<file path="config.mk">
export PLATFORM = sky130hd
export DESIGN_NAME = udp_tx_scheduler
export DESIGN_NICKNAME = d
export VERILOG_FILES = /design/src/rtl/udp_tx_scheduler.sv
export SDC_FILE = /design/constraint.sdc
export NUM_CORES = 1
export LEC_CHECK = 0
export CAP_MARGIN = 0
export CORE_ASPECT_RATIO = 0.5
export CORE_UTILIZATION = 38
export DETAILED_ROUTE_END_ITERATION = 12
export PLACE_DENSITY_LB_ADDON = 0.25
export SYNTH_ARGS = -nofsm -noshare
export SYNTH_HDL_FRONTEND = slang
export SYNTH_SLANG_ARGS = --single-unit
export TNS_END_PERCENT = 50
</file>
<file path="constraint.sdc">
create_clock -name clk -period 1.5 [get_ports clk]
set_input_delay 0.3 -clock clk [delete_from_list [all_inputs] [get_ports clk]]
set_output_delay 0.3 -clock clk [all_outputs]
set_load 0.03 [all_outputs]
</file>
<file path="src/rtl/udp_tx_scheduler.sv">
// udp_tx_scheduler: decides when the IP/UDP sender transmits the next camera
// packet, drives packet index and UDP/IP length fields, and spaces packets.
// Optional feature: define UDP_TX_PARTIAL_FLUSH_EN to send the sub-payload
// remainder of a frame as a short final packet after frame end.
module udp_tx_scheduler #(
    parameter int unsigned PAYLOAD_BYTES = 1024,
    parameter int unsigned GAP_CYCLES    = 96,
    parameter int unsigned FIFO_FULL_LVL = 2047
) (
    input  logic        clk,
    input  logic        reset,
    input  logic        frame_start,
    input  logic        frame_end,
    input  logic [10:0] fifo_data_count,
    output logic        tx_req,
    input  logic        tx_ack,
    input  logic        tx_done,
    output logic [10:0] frame_index,
    output logic [15:0] tx_data_length,
    output logic [15:0] tx_total_length,
    output logic        busy,
    output logic        overflow_err
);

    localparam int unsigned CNT_W = 11;
    localparam int unsigned LEN_W = 16;
    localparam int unsigned GAP_W = (GAP_CYCLES > 1) ? $clog2(GAP_CYCLES) : 1;

    localparam logic [CNT_W-1:0] PAYLOAD_LEN = CNT_W'(PAYLOAD_BYTES);
    localparam logic [CNT_W-1:0] FULL_LVL    = CNT_W'(FIFO_FULL_LVL);
    localparam logic [GAP_W-1:0] GAP_LAST    = GAP_W'(GAP_CYCLES - 1);
    localparam logic [LEN_W-1:0] UDP_HDR     = LEN_W'(8);
    localparam logic [LEN_W-1:0] IP_UDP_HDR  = LEN_W'(28);

    typedef enum logic [2:0] {
        S_IDLE      = 3'd0,
        S_WAIT_DATA = 3'd1,
        S_REQ       = 3'd2,
        S_SEND      = 3'd3,
        S_GAP       = 3'd4
    } state_t;

    state_t             r_state;
    state_t             w_state_nx;
    logic [CNT_W-1:0]   w_len;
    logic               w_end_clr;
    logic               w_restart;
    logic               w_req_entry;

    logic               r_end_pend;
    logic               r_start_pend;
    logic [GAP_W-1:0]   r_gap_cnt;
    logic               r_tx_req;
    logic [CNT_W-1:0]   r_frame_index;
    logic [LEN_W-1:0]   r_data_len;
    logic [LEN_W-1:0]   r_total_len;
    logic               r_busy;
    logic               r_overflow;

    // State register
    always_ff @(posedge clk) begin
        if (reset) begin
            r_state <= S_IDLE;
        end else begin
            r_state <= w_state_nx;
        end
    end

    // Next-state decode and packet length selection
    always_comb begin
        w_state_nx = r_state;
        w_len      = PAYLOAD_LEN;
        w_end_clr  = 1'b0;
        case (r_state)
            S_IDLE: begin
                if (frame_start) begin
                    w_state_nx = S_WAIT_DATA;
                end
            end
            S_WAIT_DATA: begin
                if (fifo_data_count >= PAYLOAD_LEN) begin
                    w_state_nx = S_REQ;
                    w_len      = PAYLOAD_LEN;
                end else if (r_end_pend) begin
`ifdef UDP_TX_PARTIAL_FLUSH_EN
                    if (fifo_data_count == '0) begin
                        w_state_nx = S_IDLE;
                        w_end_clr  = 1'b1;
                    end else begin
                        // frame-end flag stays set so the post-gap visit sees count 0
                        w_state_nx = S_REQ;
                        w_len      = fifo_data_count;
                    end
`else
                    // any sub-payload residue is left for the capture logic to flush
                    w_state_nx = S_IDLE;
                    w_end_clr  = 1'b1;
`endif
                end
            end
            S_REQ: begin
                if (tx_ack) begin
                    w_state_nx = S_SEND;
                end
            end
            S_SEND: begin
                if (tx_done) begin
                    w_state_nx = S_GAP;
                end
            end
            S_GAP: begin
                if (r_gap_cnt == GAP_LAST) begin
                    w_state_nx = S_WAIT_DATA;
                end
            end
            default: begin
                w_state_nx = S_IDLE;
            end
        endcase
    end

    assign w_restart   = (r_state == S_GAP) && (w_state_nx == S_WAIT_DATA) && r_start_pend;
    assign w_req_entry = (r_state != S_REQ) && (w_state_nx == S_REQ);

    // Frame start/end event latching; end is applied before a coincident start
    always_ff @(posedge clk) begin
        if (reset) begin
            r_end_pend   <= 1'b0;
            r_start_pend <= 1'b0;
        end else begin
            if ((r_state == S_IDLE && frame_start) || w_restart || w_end_clr) begin
                r_end_pend <= 1'b0;
            end else if (frame_end) begin
                r_end_pend <= 1'b1;
            end
            if (frame_start && r_state != S_IDLE) begin
                r_start_pend <= 1'b1;
            end else if (w_restart) begin
                r_start_pend <= 1'b0;
            end
        end
    end

    // Inter-packet gap counter
    always_ff @(posedge clk) begin
        if (reset) begin
            r_gap_cnt <= '0;
        end else if (r_state == S_GAP && w_state_nx == S_GAP) begin
            r_gap_cnt <= r_gap_cnt + GAP_W'(1);
        end else begin
            r_gap_cnt <= '0;
        end
    end

    // Registered outputs: request, busy, index, length fields, overflow flag
    always_ff @(posedge clk) begin
        if (reset) begin
            r_tx_req      <= 1'b0;
            r_busy        <= 1'b0;
            r_frame_index <= '0;
            r_data_len    <= '0;
            r_total_len   <= '0;
            r_overflow    <= 1'b0;
        end else begin
            r_tx_req <= (w_state_nx == S_REQ);
            r_busy   <= (w_state_nx != S_IDLE) && (w_state_nx != S_WAIT_DATA);
            if (fifo_data_count >= FULL_LVL) begin
                r_overflow <= 1'b1;
            end
            if (w_req_entry) begin
                r_data_len  <= LEN_W'(w_len) + UDP_HDR;
                r_total_len <= LEN_W'(w_len) + IP_UDP_HDR;
            end
            if ((r_state == S_IDLE && frame_start) || w_restart) begin
                r_frame_index <= '0;
            end else if (r_state == S_SEND && tx_done) begin
                r_frame_index <= r_frame_index + CNT_W'(1);
            end
        end
    end

    assign tx_req          = r_tx_req;
    assign busy            = r_busy;
    assign frame_index     = r_frame_index;
    assign tx_data_length  = r_data_len;
    assign tx_total_length = r_total_len;
    assign overflow_err    = r_overflow;

endmodule

</file>
==> results.py <==
metrics = {
    "yosys": {
        "ys_types": 36,
        "synth_compound_area_share_pct": 6.79,
        "synthCells": 168,
        "ys_warn_count": 0,
        "syn-cell-area_mm2": 0.00148,
        "synth-simple-area-share_pct": 24.1,
        "synth_top_family_by_area": "simple AND/OR/NAND/NOR gates",
        "synth-seq-area-share_pct": 36.6,
        "avgSynthCellArea_um2": 8.78,
        "yosys.area_share.xor_xnor_pct": 8.91,
        "muxShareOfSynthArea_pct": 0.679,
        "synth_seq_cells": 27,
        "synth_top_area_share_pct": 36.6,
        "synth_fa_ha_area_share_pct": 1.70,
        "synth_area_leaders": "dfxtp_1 (37%), buf_4 (16%), xnor2_1 (6.5%)",
        "netlist.top_cell.by_area": "dfxtp_1",
    },
    "worst_setup_path": {
        "path_buf_inv": 1,
        "critPathMaxStageDelay_ps": 530,
        "worstPathCellList": "clkdlybuf4s50_1 > nand4b_4 > nor4_1 > xnor2_1 > nor2_1",
        "timing.rr.start": "r_gap_cnt[0]$_SDFF_PP0_",
        "worstSetupStartpoint": "tx_done",
        "cp_top_family": "simple AND/OR/NAND/NOR gates",
        "r2r_slack_ps": 60,
        "r2r_cells": 6,
        "cp.required_ps": 1670,
        "crit_fanout": 6,
        "slowest_stage": "clkdlybuf4s50_1",
        "path_class": "in2reg",
        "crit-reg2reg-capture": "busy$_SDFF_PP0_",
        "cp.arrival_ps": 1630,
        "worstSetupStartpointType": "primary input",
        "critPathCaptureType": "flop",
    },
    "power_and_ir_drop": {
        "ir_worst_vdd_uv": 363,
        "internal_power_mw": 1.04,
        "swShare_pct": 29.7,
        "powerDensity_mw_per_mm2": 761,
        "power_leakage_nw": 0.872,
        "p_seq_share_pct": 51.4,
        "p_clk_share_pct": 27.2,
        "switching_power_mw": 0.438,
        "pwr-share-comb_pct": 21.4,
    },
    "grt": {
        "grt_max_degree": 15,
        "track_usage_pct": 13.9,
        "grt_pass1_vias": 1004,
        "grt-ovfl-total": 0,
        "grt_pass1_wl_um": 4450,
        "grt_antenna_before_repair": 0,
    },
    "die": {
        "start_util_pct": 41.4,
        "rows": 15,
        "die_h_um": 46.1,
        "chipWidth_um": 90.1,
        "core_mm2": 0.00357,
        "pin_count": 63,
        "dieArea_mm2": 0.00415,
    },
    "clocking": {
        "postCtsHoldBufs": 0,
        "cts_root_buffer": "clkbuf_8",
        "clock-sinks": 27,
        "clk_pin_slew_worst_paths_ps": 90,
        "htreeDepth": 1,
        "cts.path.max_buffers": 2,
        "clock_latency_ps": 270,
        "numCtsBuffers": 3,
        "cts_tree": "done",
    },
    "drt": {
        "drc": 0,
        "first_iter_violations": 46,
        "routedWlPerCell_um": 10.9,
        "ant_nets": 0,
        "avgViaCountPerCell": 4.53,
        "vias": 1205,
        "drt_wl_total_um": 2890,
        "dr.pass1.iters": 5,
    },
    "placement": {
        "io_buffers": 36,
        "dp_hpwl_um": 2090,
        "finalWeightedCongestion": 0.741,
    },
    "timing": {
        "setup_tns_ps": 0,
        "final-setup-viol-count": 0,
        "fmax_mhz": 682,
        "hold_viol": 0,
        "post-route-period-util_pct": 97.7,
        "period_minus_slack_ps": 1470,
        "finClkSkew_ps": 3.88,
        "maxSlewViolCount": 0,
    },
    "cells_and_area": {
        "nets": 235,
        "layout-drive-gt1-share_pct": 20.9,
        "synthToLayoutAreaGrowth_pct": 31.4,
        "num_antenna_cells": 0,
        "fill_cells": 336,
        "final_core_util_pct": 54.4,
        "largest_reg_flops": 11,
    },
    "min_path": {
        "min_delay_path_depth": 2,
        "hold_start": "overflow_err$_SDFFE_PP0P_",
        "hold_end": "overflow_err$_SDFFE_PP0P_",
        "min_path_type": "reg2reg",
    },
    "status": {
        "status": "finished, final reports clean",
    },
    "run": {
        "drv_cap": 0,
    },
}
==> cells in the mapped netlist <==
| cell | instances |
|---|---|
| nor3b_1 | 1 |
| nand2_1 | 9 |
| o21bai_2 | 1 |
| o21ai_1 | 1 |
| buf_2 | 1 |
| nand4_1 | 3 |
| a22o_1 | 1 |
| nor3_1 | 4 |
| nor2_1 | 20 |
| a311oi_1 | 1 |
| conb_1 | 1 |
| o21ai_0 | 1 |
| a211oi_1 | 1 |
| buf_4 | 32 |
| o32ai_1 | 1 |
| mux2i_1 | 1 |
| xor2_1 | 4 |
| a21oi_1 | 3 |
| nor2b_1 | 2 |
| dfxtp_1 | 27 |
| xnor2_1 | 11 |
| nor2_2 | 8 |
| a21o_1 | 1 |
| o211ai_1 | 1 |
| a31oi_1 | 1 |
| nor3_2 | 3 |
| inv_1 | 8 |
| ha_1 | 2 |
| and4_1 | 1 |
| buf_6 | 3 |
| a41oi_1 | 1 |
| nand4b_4 | 1 |
| or3b_1 | 1 |
| nand3_1 | 6 |
| nor4_1 | 4 |
| nand3b_2 | 1 |
==> worst max path at each step <==
stage                                  endpoint  slack (ps)  cells past startpoint
CTS                 frame_index[0]$_SDFFE_PP0P_          -8                      6
global route                    busy$_SDFF_PP0_         -10                      6
detailed placement  frame_index[6]$_SDFFE_PP0P_        -200                      6
floorplan                       busy$_SDFF_PP0_          -6                      6
global placement    frame_index[6]$_SDFFE_PP0P_        -170                      6
finish              frame_index[9]$_SDFFE_PP0P_          30                      5
==> power groups by stage <==
stage	Clock (mW)	Sequential (mW)	Combinational [mW]
after CTS	0.419	0.756	0.313
after floorplan	0	0.783	0.265
after global placement	0	0.772	0.323
final	0.401	0.758	0.316
after detailed placement	0	0.773	0.327
after global routing	0.445	0.762	0.335
==> logic make-up (layout without fill, tap and decap cells) <==
group / count (synthesis) / after routing
flip-flops: 27 / 27
adder cells (fa/ha/maj): 2 / 2
AO/OA/AOI/OAI: 14 / 14
buffers and inverters: 44 / 66
AND/OR/NAND/NOR: 64 / 64
multiplexers: 1 / 1
other: 1 / 26
XOR/XNOR: 15 / 15
==> per-stage QoR <==
stage	hold WS [ps]	power (mW)	setup WS [ps]	cell area, µm²	cells
floorplan	372	1.05	-6.12	1570	193
global placement	452	1.10	-172	1860	261
detailed placement	476	1.10	-200	1860	261
CTS	489	1.49	-8.04	1890	266
global route	514	1.54	-9.87	1940	266
finish	484	1.48	34.3	1940	266
==> cell usage in the layout (no fill, tap or decap), drive strengths merged, types with 3 or more instances in the layout <==
cell type      synthesis  layout
conb                   1      26
xnor2                 11      11
nor2                  28      28
nor4                   4       4
a21oi                  3       3
xor2                   4       4
clkbuf                 0       4
nand4                  3       3
nand3                  6       6
nand2                  9       9
nor3                   7       7
dlygate4sd2            0      20
dfxtp                 27      27
inv                    8       8
clkdlybuf4s50          0      16
buf                   36      18
==> area by class of cell <==
cell class / instances / area, µm² / area share, %
repair buffers: 54 / 487 / 25.1
well taps: 51 / 63.8 / 3.29
inverters: 8 / 30.0 / 1.55
multi-input cells: 122 / 767 / 39.6
flip-flops and latches: 27 / 546 / 28.1
clock buffers: 4 / 45.0 / 2.32
==> worst register-to-register path: stages, from the launching register on <==
cell      delay, ps
dfxtp_2         340
ha_4            160
and4_4          160
nand3b_4         90
or3b_4          390
buf_6           140
o211ai_1         90
==> metal layers <==
metal  vias up  GRT usage, %  wire length (µm)  part of all wire [%]
met5         -             0                 0                     0
met4         0          2.90                23                  0.80
met3         2          4.79               263                   9.1
met2        65          26.4              1320                    46
met1       548          15.7              1280                    44
li1        590             -                 -                     -
==> what timing repair did <==
action	in CTS	in global routing
gates cloned	1	0
gates resized for setup	23	11
setup endpoints to repair	40	20
pin swaps	1	1
buffers inserted	0	0
Power figures use the tool's default switching activity.
